$ cat src/rtl/wta_pkg.sv
// Shared types and default build constants for the winner-take-all round controller.
package wta_pkg;

  typedef enum logic [1:0] {
    IDLE    = 2'd0,
    RUN     = 2'd1,
    REPORT  = 2'd2,
    INHIBIT = 2'd3
  } wta_state_t;

  localparam int unsigned WTA_N            = 4;
  localparam int unsigned WTA_W            = 8;
  localparam int unsigned WTA_MAX_STEPS    = 64;
  localparam int unsigned WTA_INHIB_CYCLES = 8;

endpackage

$ cat src/rtl/wta_prio_enc.sv
// Lowest-index priority encoder: returns the index of the lowest set request bit.
module wta_prio_enc #(
  parameter int unsigned N    = 4,
  parameter int unsigned IdxW = $clog2(N)
) (
  input  logic [N-1:0]    req,
  output logic [IdxW-1:0] idx,
  output logic            any
);

  // Scan from the top down so the lowest set bit is the last one written.
  always_comb begin
    idx = '0;
    any = 1'b0;
    for (int i = int'(N) - 1; i >= 0; i--) begin
      if (req[i]) begin
        idx = IdxW'(i);
        any = 1'b1;
      end
    end
  end

endmodule

$ cat src/rtl/wta_round_ctrl.sv
// Round sequencer for a winner-take-all LIF array: drive currents, catch the first spike,
// report winner or timeout, then hold the array in reset for an inhibition window.
module wta_round_ctrl
  import wta_pkg::*;
#(
  parameter int unsigned N            = WTA_N,
  parameter int unsigned W            = WTA_W,
  parameter int unsigned MAX_STEPS    = WTA_MAX_STEPS,
  parameter int unsigned INHIB_CYCLES = WTA_INHIB_CYCLES
) (
  input  logic                 clk,
  input  logic                 rst_n,
  input  logic                 in_valid,
  output logic                 in_ready,
  input  logic [N*W-1:0]       in_current,
  output logic [N*W-1:0]       nrn_current,
  output logic                 nrn_rst_n,
  input  logic [N-1:0]         nrn_spike,
  output logic                 win_valid,
  input  logic                 win_ready,
  output logic [$clog2(N)-1:0] win_idx,
  output logic                 win_none,
  output logic [7:0]           win_steps
);

  localparam int unsigned IdxW = $clog2(N);
  localparam int unsigned InhW = (INHIB_CYCLES > 1) ? $clog2(INHIB_CYCLES) : 1;

  localparam logic [7:0]      StepLast = 8'(MAX_STEPS - 1);
  localparam logic [7:0]      StepMax  = 8'(MAX_STEPS);
  localparam logic [InhW-1:0] InhLast  = InhW'((INHIB_CYCLES > 0) ? INHIB_CYCLES - 1 : 0);

  wta_state_t      state_q, state_d;
  logic [N*W-1:0]  cur_q, cur_d;
  logic [N*W-1:0]  nrn_current_q, nrn_current_d;
  logic            nrn_rst_n_q, nrn_rst_n_d;
  logic [7:0]      step_q, step_d;
  logic [InhW-1:0] inh_q, inh_d;
  logic [IdxW-1:0] win_idx_q, win_idx_d;
  logic            win_none_q, win_none_d;
  logic [7:0]      win_steps_q, win_steps_d;

  logic [IdxW-1:0] enc_idx;
  logic            enc_any;

  wta_prio_enc #(
    .N    (N),
    .IdxW (IdxW)
  ) u_prio_enc (
    .req (nrn_spike),
    .idx (enc_idx),
    .any (enc_any)
  );

  always_comb begin
    state_d     = state_q;
    cur_d       = cur_q;
    step_d      = step_q;
    inh_d       = inh_q;
    win_idx_d   = win_idx_q;
    win_none_d  = win_none_q;
    win_steps_d = win_steps_q;

    unique case (state_q)
      IDLE: begin
        if (in_valid) begin
          cur_d   = in_current;
          step_d  = 8'd0;
          state_d = RUN;
        end
      end
      RUN: begin
        // A spike in the final step takes precedence over the timeout.
        if (enc_any) begin
          win_idx_d   = enc_idx;
          win_none_d  = 1'b0;
          win_steps_d = step_q + 8'd1;
          state_d     = REPORT;
        end else if (step_q == StepLast) begin
          win_idx_d   = '0;
          win_none_d  = 1'b1;
          win_steps_d = StepMax;
          state_d     = REPORT;
        end else begin
          step_d = step_q + 8'd1;
        end
      end
      REPORT: begin
        if (win_ready) begin
          if (INHIB_CYCLES == 0) begin
            state_d = IDLE;
          end else begin
            inh_d   = '0;
            state_d = INHIBIT;
          end
        end
      end
      INHIBIT: begin
        if (inh_q == InhLast) begin
          state_d = IDLE;
        end else begin
          inh_d = inh_q + InhW'(1);
        end
      end
      default: state_d = IDLE;
    endcase
  end

  // Array drive is registered from the next state so it lines up with the RUN cycles exactly.
  always_comb begin
    nrn_current_d = (state_d == RUN) ? cur_d : '0;
    nrn_rst_n_d   = (state_d == RUN);
  end

  always_ff @(posedge clk or negedge rst_n) begin
    if (!rst_n) begin
      state_q       <= IDLE;
      cur_q         <= '0;
      nrn_current_q <= '0;
      nrn_rst_n_q   <= 1'b0;
      step_q        <= 8'd0;
      inh_q         <= '0;
      win_idx_q     <= '0;
      win_none_q    <= 1'b0;
      win_steps_q   <= 8'd0;
    end else begin
      state_q       <= state_d;
      cur_q         <= cur_d;
      nrn_current_q <= nrn_current_d;
      nrn_rst_n_q   <= nrn_rst_n_d;
      step_q        <= step_d;
      inh_q         <= inh_d;
      win_idx_q     <= win_idx_d;
      win_none_q    <= win_none_d;
      win_steps_q   <= win_steps_d;
    end
  end

  assign in_ready    = (state_q == IDLE);
  assign win_valid   = (state_q == REPORT);
  assign nrn_current = nrn_current_q;
  assign nrn_rst_n   = nrn_rst_n_q;
  assign win_idx     = win_idx_q;
  assign win_none    = win_none_q;
  assign win_steps   = win_steps_q;

endmodule

$ cat config.mk
export PLATFORM = sky130hd
export DESIGN_NAME = wta_round_ctrl
export DESIGN_NICKNAME = d
export VERILOG_FILES = /design/src/rtl/wta_pkg.sv /design/src/rtl/wta_prio_enc.sv /design/src/rtl/wta_round_ctrl.sv
export SDC_FILE = /design/constraint.sdc
export NUM_CORES = 1
export LEC_CHECK = 0
export BUFFER_PORTS_ARGS = -buffer_cell sky130_fd_sc_hd__buf_2
export CAP_MARGIN = 20
export CORE_MARGIN = 3
export CORE_UTILIZATION = 35
export CTS_CLUSTER_DIAMETER = 40
export DETAILED_ROUTE_END_ITERATION = 6
export PLACE_DENSITY = 0.54
export SKIP_CTS_REPAIR_TIMING = 1
export SKIP_LAST_GASP = 1
export SLEW_MARGIN = 30
export SYNTH_ARGS = -nofsm -noshare
export SYNTH_HDL_FRONTEND = slang
export SYNTH_HIERARCHICAL = 1
export SYNTH_SLANG_ARGS = --single-unit
$ cat constraint.sdc
create_clock -name clk -period 2 [get_ports clk]
set_input_delay 0.3 -clock clk [delete_from_list [all_inputs] [get_ports clk]]
set_output_delay 0.3 -clock clk [all_outputs]
set_load 0.1 [all_outputs]
; Word level (Yosys, flattened, before mapping)
; Index checks and enable logic that the tools add are counted.
[totals]
reg_bits = 89
out_inout_bits = 46
in_bits = 40
[op_classes]
n_reduce_logical = 7
n_addsub = 2
muxes = 30
eq_ne = 11
[ops]
columns = operator, n
row1 = $mux 32, 3
row2 = $mux 8, 5
row3 = $mux 2, 11
row4 = $pmux 8 s2, 1
row5 = $add 8x1->8 const B, 1
row6 = $eq 8x6->1 const B, 1
row7 = $ne 2x2->1 const B, 4
row8 = $pmux 2 s4, 1
row9 = $mux 1, 6
row10 = $mux 3, 2
row11 = $pmux 3 s2, 1
row12 = $reduce_bool 2->1, 3
row13 = $eq 2x1->1 const B, 2
row14 = $eq 2x2->1 const B, 2
row15 = $reduce_and 4->1, 1
row16 = $add 3x1->3 const B, 1
row17 = $eq 3x3->1 const B, 1
row18 = $reduce_and 3->1, 1
row19 = $logic_not 2->1, 1
row20 = $ne 2x1->1 const B, 1
row21 = $reduce_and 2->1, 1

; Depth between registers and ports, before layout
; Gate-level depths: netlist (run 1).
[depth]
word_depth = 8
depth_mapped = 9
ltp_nobuf = 7

; Cells and area by module
; The synthesis (run 1) kept the hierarchy.
[modules_own_cells]
columns = mod, instances, area_each_um2, cells_each
row1 = wta_round_ctrl, 1, 3512.1, 249
row2 = wta_prio_enc, 1, 35.0, 7

; Worst setup path after synthesis (run 1)
; Ideal clock, no wire load.
[synth_timing]
path_kind = reg2reg
start = register state_q[0]
end = register nrn_current_q[23], in the netlist nrn_current[23]
stages_incl_launch_ff = 8
t_required_ns = 1.883
path_buffers = 3
t_arrival_ns = 2.957
slack_ns = -1.074
synth_period_minus_slack_ns = 3.074
path_cell_list = dfrtp_1 buf_2 nor2_1 and2_1 clkbuf_1 buf_2 mux2_2 and2_4
[synth_between]
word_cells_on_any_way = 13
cone_classes = eq/ne: 4 / mux: 8 / reduce/logical: 1
[synth_lines]
columns = item, line_no
row1 = start: declaration, wta_round_ctrl.sv:33  ; wta_state_t state_q, state_d;
row2 = start signal: assignment, wta_round_ctrl.sv:127  ; state_q <= state_d;
row3 = $logic_not 2->1, -
row4 = named net in_ready, wta_round_ctrl.sv:14  ; output logic in_ready,
row5 = $mux 32, wta_round_ctrl.sv:64  ; unique case (state_q)
row6 = named net cur_d[23], wta_round_ctrl.sv:34  ; logic [N*W-1:0] cur_q, cur_d;
row7 = $mux 32, wta_round_ctrl.sv:111  ; nrn_current_d = (state_d == RUN) ? cur_d : '0;
row8 = named net nrn_current_d[23], wta_round_ctrl.sv:35  ; logic [N*W-1:0] nrn_current_q, nrn_current_d;
row9 = end signal: assignment, wta_round_ctrl.sv:129  ; nrn_current_q <= nrn_current_d;
row10 = end: declaration, wta_round_ctrl.sv:35
; The timed path passes the listed nets, and every way through them passes these cells.
; A chain may end at the register's enable or synchronous reset.

; Final worst setup path (run 1)
[layout_timing]
start = register state_q[0]
end = output port win_valid
[layout_between]
elab_chain_len = 1
[layout_rtl]
columns = item, line_no
row1 = $eq 2x2->1, wta_round_ctrl.sv:140  ; assign win_valid = (state_q == REPORT);
row2 = end: declaration, wta_round_ctrl.sv:19  ; output logic win_valid,
; Every way passes these cells.

==> results of run 1 <==
[state kept, by name, indices dropped and copies added (netlist names)]
| register | count |
|---|---|
| cur_q | 32 |
| nrn_current | 32 |
| step_q | 8 |
| win_steps | 8 |
| inh_q | 3 |
| state_q | 2 |
| win_idx | 2 |
| nrn_rst_n | 1 |
| win_none | 1 |
[layout make-up]
type / instances / area, um^2
Sequential cell: 89 / 2227
Clock inverter: 7 / 101.3
Clock buffer: 9 / 123.9
Tap cell: 133 / 166.4
Inverter: 6 / 25.02
Multi-Input combinational cell: 149 / 1254
Fill cell: 948 / 5361
Timing Repair Buffer: 99 / 560.5
[power by group]
group	total, W	internal (W)	switching (W)
Combinational	0.00212	0.000749	0.00137
Clock	0.00137	0.000719	0.000648
Sequential	0.00244	0.00226	0.000184
[per-stage QoR]
step | utilization | instances | setup TNS [ns] | worst slack (ns)
2_1_floorplan | - | 256 | -1.819 | -0.08696
3_3_place_gp | 0.4300 | 475 | 0 | 0.2498
3_5_place_dp | 0.4300 | 475 | 0 | 0.2261
4_1_cts | 0.4530 | 491 | 0 | 0.1849
5_1_grt | 0.4540 | 492 | 0 | 0.1104
6_report | 0.4540 | 492 | 0 | 0.2072
[layer usage]
layer,GRT usage,vias to the layer above,part of all wire
met5,0,-,0
li1,-,1064,-
met2,0.1839,68,0.44
met3,0.02589,7,0.054
met1,0.1793,1084,0.50
met4,0.04749,0,0.013
[logic make-up after synthesis]
kind of cell / after synthesis
AO/OA/AOI/OAI: 30
XOR/XNOR: 6
adder cells (fa/ha/maj): 3
buffers and inverters: 18
flip-flops: 89
multiplexers: 34
AND/OR/NAND/NOR: 76
[final timing paths]
kind	slack (ns)	to	start
worst min register to register	0.48	cur_q[2]	cur_q[2]
worst max register to register	0.24	nrn_current[0]	step_q[0]
worst min-delay path	0.19	cur_q[17]	in_current[17]
max in group asynchronous	1.07	nrn_current[23]	rst_n
worst max-delay path	0.21	win_valid	state_q[0]
min in group asynchronous	0.32	nrn_current[17]	rst_n
[synth_stat cells (2+ instances only)]
| cell type | n | share of area |
|---|---|---|
| nand3_1 | 5 | 0.0071 |
| inv_1 | 5 | 0.0053 |
| o2bb2ai_1 | 4 | 0.0099 |
| o21ai_0 | 5 | 0.0071 |
| a22o_1 | 12 | 0.030 |
| nand4_1 | 2 | 0.0035 |
| dfrtp_1 | 89 | 0.63 |
| nor2_1 | 8 | 0.0085 |
| and3_1 | 2 | 0.0035 |
| xnor2_1 | 4 | 0.0099 |
| and2_1 | 6 | 0.011 |
| nand2_1 | 14 | 0.015 |
| ha_1 | 3 | 0.011 |
| buf_2 | 5 | 0.0071 |
| o22a_1 | 2 | 0.0049 |
| xor2_1 | 2 | 0.0049 |
| mux2_1 | 4 | 0.013 |
| nor2b_1 | 3 | 0.0053 |
| clkbuf_1 | 3 | 0.0032 |
| a22oi_1 | 2 | 0.0042 |
| buf_6 | 4 | 0.013 |
| mux2_2 | 29 | 0.092 |
| and2_4 | 28 | 0.069 |
| nand2b_1 | 2 | 0.0035 |
==> metrics.csv, run 1 <==
stage;metric;value;unit
outcome;status;completed;
critical_path;critPathLaunchType;flip-flop;
timing;finalCriticalPeriod;1.793;ns
timing;slew_viol_final;0;
grt;grt-ovfl-total;0;
final_layout;antenna_cells;0;
grt;antenna_found_initial;0;
timing;worst_slew_pin_slew;0.5000;ns
die;die_w;106.7;um
grt;grt_pass1_wl;11190;um
synthesis;synth_area_per_cell;13.86;um^2
die;start_util;0.3612;
final_layout;final_area;0.004458;mm^2
final_layout;area_growth_syn_to_layout;25.68;%
grt;grt_max_degree;52;
route;antenna_left;0;
place;numPortBuffers;85;
power_and_ir_drop;ir_drop;836.7;uV
critical_path;critical_path_depth;3;
clock_network;htreeDepth;3;
route;drt_iter0_drc;63;
grt;grt_pass1_vias;2290;
timing;max_freq;557.8;MHz
clock_network;cts_buffers;9;
critical_path;critPathBufInv;2;
synthesis;synth-seq-cells;89;
power_and_ir_drop;total_power;0.005927;W
synthesis;dominantRegCellSynth;dfrtp_1;
critical_path;max_stage_delay;0.44;ns
critical_path;path_max_fanout;7;
worst_hold_path;hold_path_class;input port to flip-flop;
place;hpwl;4723;um
synthesis;synthCells;256;
die;die_y;106.7;um
critical_path;critPathTopFamily;buffers and inverters;
clock_network;cts_buffer_depth;2;
synthesis;syn_area;0.003547;mm^2
critical_path;r2r_cells;6;
place;gp_congestion;0.7646;
route;vias;2223;
timing;grt_setup_unrepaired;false;
timing;relSlewSlack;0.6689;
worst_hold_path;min_path_cells;2;
final_layout;final_nets;397;
critical_path;path_class;flip-flop to output pin;
timing;setup_violations;0;
synthesis;ys_warn_count;6;
critical_path;critPathRequiredTime;1.70;ns
timing;finalCritPeriodShare;0.8964;
critical_path;crit_chain;buf_4 -> nor2b_2 -> buf_2;
synthesis;synthAdderAreaFrac;0.01058;
route;drc;0;
synthesis;synth_compound_area_frac;0.07019;
timing;hold_viol;0;
power_and_ir_drop;p_leak;2.319;nW
die;dieArea;0.01138;mm^2
synthesis;synth_simple_gate_area_frac;0.1390;
die;io_pins;86;
timing;whs;0.1897;ns
critical_path;arrival;1.49;ns
synthesis;syn_nets;299;
synthesis;synth_xor_xnor_area_share;0.01481;
die;rows;36;
clock_network;cts_root_buffer;clkbuf_8;
final_layout;layout_commonest_cell;dfrtp_1;
synthesis;synth_cell_types;37;
timing;finalClockSkew;0.01191;ns
power_and_ir_drop;p_per_area;1330;mW/mm^2
die;core_area;0.009819;mm^2
clock_network;cts.clk_slew.worst_paths;0.10;ns
route;viasPerCell;4.518;
grt;track_usage;0.1242;
synthesis;synth_top_family_by_area;simple AND/OR/NAND/NOR gates;
clock_network;cts_num_sinks;89;
synthesis;postSynth.asyncResetShare;1.000;
critical_path;end_kind;output pin;
place;post_dp_cell_area;0.004223;mm^2
final_layout;final_cell_mix;dfrtp_1 (89), buf_2 (84), and2_4 (28);
synthesis;synth-edff-count;0;
clock_network;clkLatencyLatePin;0.35;ns
synthesis;yosysSeqAreaShare;0.6279;
route;dr.pass1.iters;4;
synthesis;synth.area.mux_share;0.1076;
route;wl_per_cell;13.88;um
clock_network;cts_tree;done;
job;drv_cap;0;
route;drt-total-wl;6828;um
final_layout;drive_above_1_share;0.4986;
critical_path;slowest_stage;dfrtp_1;
Note: power is estimated with default switching activity, not from simulation.
==> inputs of run 2 (changes only) <==
--- a/config.mk
+++ b/config.mk
@@ -11,9 +11,8 @@
 export CORE_UTILIZATION = 35
 export CTS_CLUSTER_DIAMETER = 40
 export DETAILED_ROUTE_END_ITERATION = 6
-export PLACE_DENSITY = 0.54
+export PLACE_DENSITY = 0.52
 export SKIP_CTS_REPAIR_TIMING = 1
-export SKIP_LAST_GASP = 1
 export SLEW_MARGIN = 30
 export SYNTH_ARGS = -nofsm -noshare
 export SYNTH_HDL_FRONTEND = slang
==> constraint.sdc (replaced) <==
create_clock -name clk -period 2.1 [get_ports clk]
set_input_delay 0.315 -clock clk [delete_from_list [all_inputs] [get_ports clk]]
set_output_delay 0.315 -clock clk [all_outputs]
set_load 0.1 [all_outputs]
==> metrics.csv, run 2 (synthesized netlist as in run 1, its figures left out) <==
stage;metric;value;unit;change
clock_network;cts_num_sinks;89;;unchanged
timing;finalCriticalPeriod;1.887;ns;
route;dr.pass1.iters;6;;+2
grt;track_usage;0.1275;;+0.003310
die;start_util;0.3612;;unchanged
final_layout;seq_area;0.002227;mm^2;unchanged
final_layout;final_cell_mix;dfrtp_1 (89), buf_2 (84), mux2_2 (29);;
route;met1_length;3223;um;-5.0%
critical_path;critPathRequiredTime;2.35;ns;+0.65 ns
timing;max_freq;529.8;MHz;
die;dieArea;0.01138;mm^2;unchanged
clock_network;cts.clk_slew.worst_paths;0.10;ns;about the same
clock_network;cts_root_buffer;clkbuf_8;;
die;die_w;106.7;um;unchanged
critical_path;path_max_fanout;33;;+26
timing;setup_violations;0;;unchanged
final_layout;final_nets;395;;-0.50%
power_and_ir_drop;ir_drop;663.0;uV;-21%
route;vias;2203;;-0.90%
power_and_ir_drop;p_leak;2.282;nW;-1.6%
final_layout;area_growth_syn_to_layout;23.95;%;
final_layout;antenna_cells;0;;unchanged
grt;antenna_found_initial;0;;unchanged
final_layout;fin_cells;490;;-0.41%
final_layout;layout_commonest_cell;dfrtp_1;;
timing;slew_viol_final;0;;unchanged
timing;fin_ws;0.2126;ns;+0.005416 ns
final_layout;final_area;0.004397;mm^2;-1.4%
route;viasPerCell;4.496;;-0.50%
route;routed.top_layer;met4;;
critical_path;path_class;flip-flop to flip-flop;;
die;rows;36;;unchanged
timing;hold_viol;0;;unchanged
place;gp_congestion;0.8080;;+5.7%
grt;grt_pass1_vias;2294;;+0.17%
timing;grt_setup_unrepaired;false;;
route;drc;0;;unchanged
die;io_pins;86;;unchanged
place;numPortBuffers;85;;unchanged
critical_path;end_kind;flip-flop;;
die;die_y;106.7;um;unchanged
clock_network;clkLatencyLatePin;0.35;ns;about the same
critical_path;max_stage_delay;0.43;ns;about the same
place;pre_cts_ws;0.2075;ns;-0.01860 ns
route;drt_iter0_drc;66;;+4.8%
critical_path;critPathLaunchType;flip-flop;;
final_layout;drive_above_1_share;0.4902;;-0.008411
outcome;status;completed;;
grt;grt-ovfl-total;0;;unchanged
route;drt-total-wl;6928;um;+1.5%
power_and_ir_drop;p_per_area;1250;mW/mm^2;-6.0%
timing;worst_slew_pin_slew;0.5006;ns;+0.0006073 ns
final_layout;utilization;0.4478;;-0.006244
timing;finalClockSkew;0.01531;ns;+0.003400 ns
clock_network;cts_tree;done;;
route;wl_per_cell;14.14;um;+1.9%
place;post_dp_cell_area;0.004179;mm^2;-1.0%
route;route.met2.wl;3369;um;+13%
final_layout;multiInputGateArea;0.001225;mm^2;-2.3%
final_layout;fillers;969;;+2.2%
clock_network;cts_buffers;9;;unchanged
job;drv_cap;0;;unchanged
timing;relSlewSlack;0.6685;;about the same
critical_path;arrival;2.14;ns;+0.65 ns
clock_network;cts_buffer_depth;2;;unchanged
critical_path;crit_chain;ha_1 -> or3b_4 -> o211ai_4 -> and2_1 -> inv_4 -> and2_4;;
timing;finalCritPeriodShare;0.8988;;
route;antenna_left;0;;unchanged
die;core_area;0.009819;mm^2;unchanged
route;dr_wl_met3;274;um;-25%
critical_path;slowest_stage;dfrtp_1;;
place;hpwl;4762;um;+0.83%
place;place_inst;473;;-0.42%
grt;grt_max_degree;37;;-29%
timing;finalSetupTns;0;ns;unchanged
worst_hold_path;hold_path_class;input port to flip-flop;;
grt;grt_pass1_wl;11280;um;+0.80%
clock_network;htreeDepth;3;;unchanged
[run 2: area by class of cell]
class,count,share of cell area
clock buffer,10,0.02903
clock inverter,6,0.01821
inverter,6,0.005692
multi-input combinational,149,0.2786
sequential,89,0.5065
tap,133,0.03785
timing repair buffer,97,0.1241
[run 2: critical path, delay by kind of cell, from the launching register on]
| family | cells | cell delay (ns) |
|---|---|---|
| adder cells (fa/ha/maj) | 1 | 0.19 |
| AND/OR/NAND/NOR | 3 | 0.82 |
| AO/OA/AOI/OAI | 1 | 0.16 |
| flip-flops | 1 | 0.43 |
| buffers and inverters | 1 | 0.16 |
[run 2: path summary, 6_finish.rpt]
| check | end | from | slack (ns) | cells after the start |
|---|---|---|---|---|
| max | nrn_current[23] | step_q[1] | 0.21 | 6 |
| min | cur_q[2] | in_current[2] | 0.19 | 2 |
| max reg2reg | nrn_current[23] | step_q[1] | 0.21 | 6 |
| min reg2reg | cur_q[29] | cur_q[29] | 0.49 | 1 |
| max in group asynchronous | state_q[1] | rst_n | 0.98 | 3 |
| min in group asynchronous | nrn_current[15] | rst_n | 0.40 | 2 |
[run 2: power breakdown]
part           switching, W  leakage (nW)  internal, W
registers          0.000187          1.17      0.00215
clock network      0.000635        0.0994     0.000567
logic               0.00130          1.01     0.000665
total               0.00212          2.28      0.00338
[run 2: through the flow]
| stage | power (W) | hold slack (ns) |
|---|---|---|
| 2_1_floorplan | 0.003945 | 0.01941 |
| 3_3_place_gp | 0.004314 | 0.2449 |
| 3_5_place_dp | 0.004361 | 0.2438 |
| 4_1_cts | 0.005580 | -0.1609 |
| 5_1_grt | 0.005821 | 0.1823 |
| 6_report | 0.005497 | 0.1905 |
[run 2: per-layer routing]
metal / vias to the layer above / track usage
met2: 41 / 0.2068
met4: 0 / 0.05479
met3: 5 / 0.02890
li1: 1064 / -
met1: 1093 / 0.1642
met5: - / 0
==> inputs of run 3 (changes only) <==
--- a/config.mk
+++ b/config.mk
@@ -5,6 +5,7 @@
 export SDC_FILE = /design/constraint.sdc
 export NUM_CORES = 1
 export LEC_CHECK = 0
+export ABC_AREA = 1
 export BUFFER_PORTS_ARGS = -buffer_cell sky130_fd_sc_hd__buf_2
 export CAP_MARGIN = 20
 export CORE_MARGIN = 3
@@ -16,5 +17,4 @@
 export SLEW_MARGIN = 30
 export SYNTH_ARGS = -nofsm -noshare
 export SYNTH_HDL_FRONTEND = slang
-export SYNTH_HIERARCHICAL = 1
 export SYNTH_SLANG_ARGS = --single-unit
==> metrics.csv, run 3 <==
stage;metric;value;unit;change
outcome;status;finished, violations left;;
outcome;failed_checks;negative hold slack;;
die;start_util;0.3624;;+0.001147
route;dr.pass1.iters;4;;-2
place;place_inst;616;;+30%
synthesis;yosysTopAreaCell;dfrtp_1;;
die;dieArea;0.01141;mm^2;+0.30%
grt;grt_pass1_vias;2619;;+14%
clock_network;clkLatencyLatePin;0.35;ns;about the same
final_layout;antenna_cells;0;;unchanged
synthesis;synth_simple_gate_area_frac;0.1983;;+0.05934
synthesis;dominantRegCellSynth;dfrtp_1;;
synthesis;synth-seq-cells;89;;unchanged
critical_path;critPathLaunchType;flip-flop;;
clock_network;cts.clk_slew.worst_paths;0.09;ns;about the same
final_layout;area_growth_syn_to_layout;23.35;%;
critical_path;critPathRequiredTime;1.78;ns;-0.57 ns
route;viasPerCell;4.229;;-5.9%
timing;hold_viol;4;;+4
synthesis;synth_compound_area_frac;0.05977;;-0.01042
grt;grt_max_degree;61;;+65%
timing;finalCritPeriodShare;0.8316;;-0.06714
final_layout;layout_commonest_cell;nand2_1;;
synthesis;syn_nets;449;;+50%
job;drv_cap;0;;unchanged
synthesis;ys_warn_count;0;;-6
synthesis;syn_area;0.003558;mm^2;+0.32%
route;drc;0;;unchanged
place;hpwl;4894;um;+2.8%
die;die_w;106.8;um;+0.15%
route;antenna_left;0;;unchanged
synthesis;synth_area_per_cell;8.765;um^2;-37%
grt;antenna_found_initial;0;;unchanged
critical_path;path_class;flip-flop to output pin;;
timing;fin_ws;0.3536;ns;+0.1410 ns
die;core_area;0.009819;mm^2;unchanged
place;numPortBuffers;85;;unchanged
timing;finalSetupTns;0;ns;unchanged
timing;slew_viol_final;0;;unchanged
route;drt_iter0_drc;140;;+110%
timing;setup_violations;0;;unchanged
grt;grt_pass1_wl;12500;um;+11%
die;io_pins;86;;unchanged
route;vias;2673;;+21%
synthesis;yosysMostFrequentCell;nand2_1;;
timing;relSlewSlack;0.5409;;-0.1276
final_layout;final_cell_mix;nand2_1 (109), dfrtp_1 (89), buf_2 (84);;
timing;finalCriticalPeriod;1.746;ns;-0.1410 ns
final_layout;drive_above_1_share;0.2204;;-0.2698
die;die_y;106.8;um;+0.15%
critical_path;max_stage_delay;0.51;ns;+0.08 ns
synthesis;synth_cell_types;18;;-51%
worst_hold_path;hold_path_class;input port to asynchronous set/reset pin;;
synthesis;synth_top_family_by_area;simple AND/OR/NAND/NOR gates;;
synthesis;synthAdderAreaFrac;0.01055;;-0.00003349
synthesis;synth.area.mux_share;0;;-0.1076
synthesis;synth-edff-count;0;;unchanged
critical_path;end_kind;output pin;;
die;rows;36;;unchanged
timing;whs;-0.002867;ns;-0.1934 ns
timing;grt_setup_unrepaired;false;;
synthesis;synth_xor_xnor_area_share;0;;-0.01481
route;drt-total-wl;7182;um;+3.7%
grt;track_usage;0.1388;;+0.01129
place;pre_cts_ws;0.4594;ns;+0.2519 ns
clock_network;cts_num_sinks;89;;unchanged
final_layout;fillers;1022;;+5.5%
synthesis;yosysSeqAreaShare;0.6259;;-0.001987
timing;finalClockSkew;0.01099;ns;-0.004320 ns
synthesis;postSynth.asyncResetShare;1.000;;unchanged
synthesis;netlist_top_cells_count;nand2_1 (110), dfrtp_1 (89), inv_1 (80);;
synthesis;synth_top_area_share;0.6259;;-0.001987
clock_network;cts_buffers;9;;unchanged
timing;worst_slew_pin_slew;0.6886;ns;+0.1880 ns
clock_network;cts_buffer_depth;2;;unchanged
clock_network;cts_tree;done;;
synthesis;yosys-top-cells-area;dfrtp_1 (63%), nand2_1 (12%), inv_1 (8.4%);;
final_layout;final_nets;537;;+36%
synthesis;synthCells;406;;+59%
clock_network;cts_root_buffer;clkbuf_8;;
final_layout;fin_cells;632;;+29%
route;wl_per_cell;11.36;um;-20%
clock_network;htreeDepth;3;;unchanged
critical_path;path_max_fanout;6;;-82%
critical_path;regToRegSetupSlack;0.48;ns;+0.27 ns
critical_path;slowest_stage;dfrtp_1;;
final_layout;utilization;0.4470;;-0.0007640
timing;max_freq;572.6;MHz;+8.1%
place;gp_congestion;0.8141;;+0.75%
critical_path;crit_chain;inv_1 -> nor2_1 -> buf_2;;
grt;grt-ovfl-total;0;;unchanged
critical_path;arrival;1.43;ns;-0.71 ns
[run 3: routing by layer]
layer	share of wire	vias to the layer above	global-route usage
met1	0.48	1209	0.1879
met4	0.0058	0	0.04384
met3	0.066	6	0.03672
met2	0.45	77	0.2185
li1	-	1381	-
met5	0	-	0
[run 3: critical path: cells and delay by family, from the launching register on]
family        cells  cell delay (ns)
flops             1             0.51
buf+inv           2             0.49
simple gates      1             0.08
[run 3: cell type report]
| class | count | area (um^2) | area share |
|---|---|---|---|
| sequential | 89 | 2227 | 0.5074 |
| inverter | 82 | 307.8 | 0.07013 |
| tap | 133 | 166.4 | 0.03791 |
| multi-input combinational | 223 | 963.4 | 0.2195 |
| clock inverter | 5 | 87.58 | 0.01995 |
| clock buffer | 11 | 141.4 | 0.03221 |
| timing repair buffer | 89 | 495.5 | 0.1129 |
[run 3: metrics by stage]
stage                     area [um^2]  hold WS [ns]
final                            4389     -0.002867
after global routing             4389       0.03502
after CTS                        4389       0.01249
after detailed placement         4160        0.4117
after global placement           4160        0.4031
after floorplan                  3563       0.01941
[run 3: path summary, 6_finish.rpt]
| kind | startpoint | end | cells past startpoint |
|---|---|---|---|
| setup / recovery | state_q[1] | win_valid | 3 |
| hold / removal | rst_n | nrn_current[7] | 1 |
| setup reg to reg | step_q[0] | win_idx[1] | 8 |
| hold reg to reg | win_steps[2] | win_steps[2] | 2 |
| max in group asynchronous | rst_n | cur_q[17] | 2 |
| min in group clk | in_current[15] | cur_q[15] | 3 |
[run 3: logic make-up after synthesis]
logic type,Yosys count
simple gates,178
buf+inv,94
flops,89
compound gates,42
fa+ha+maj,3
Power of run 3 is not shown: default switching activity piles up to over one toggle a cycle in this logic, so the estimate is an artifact.
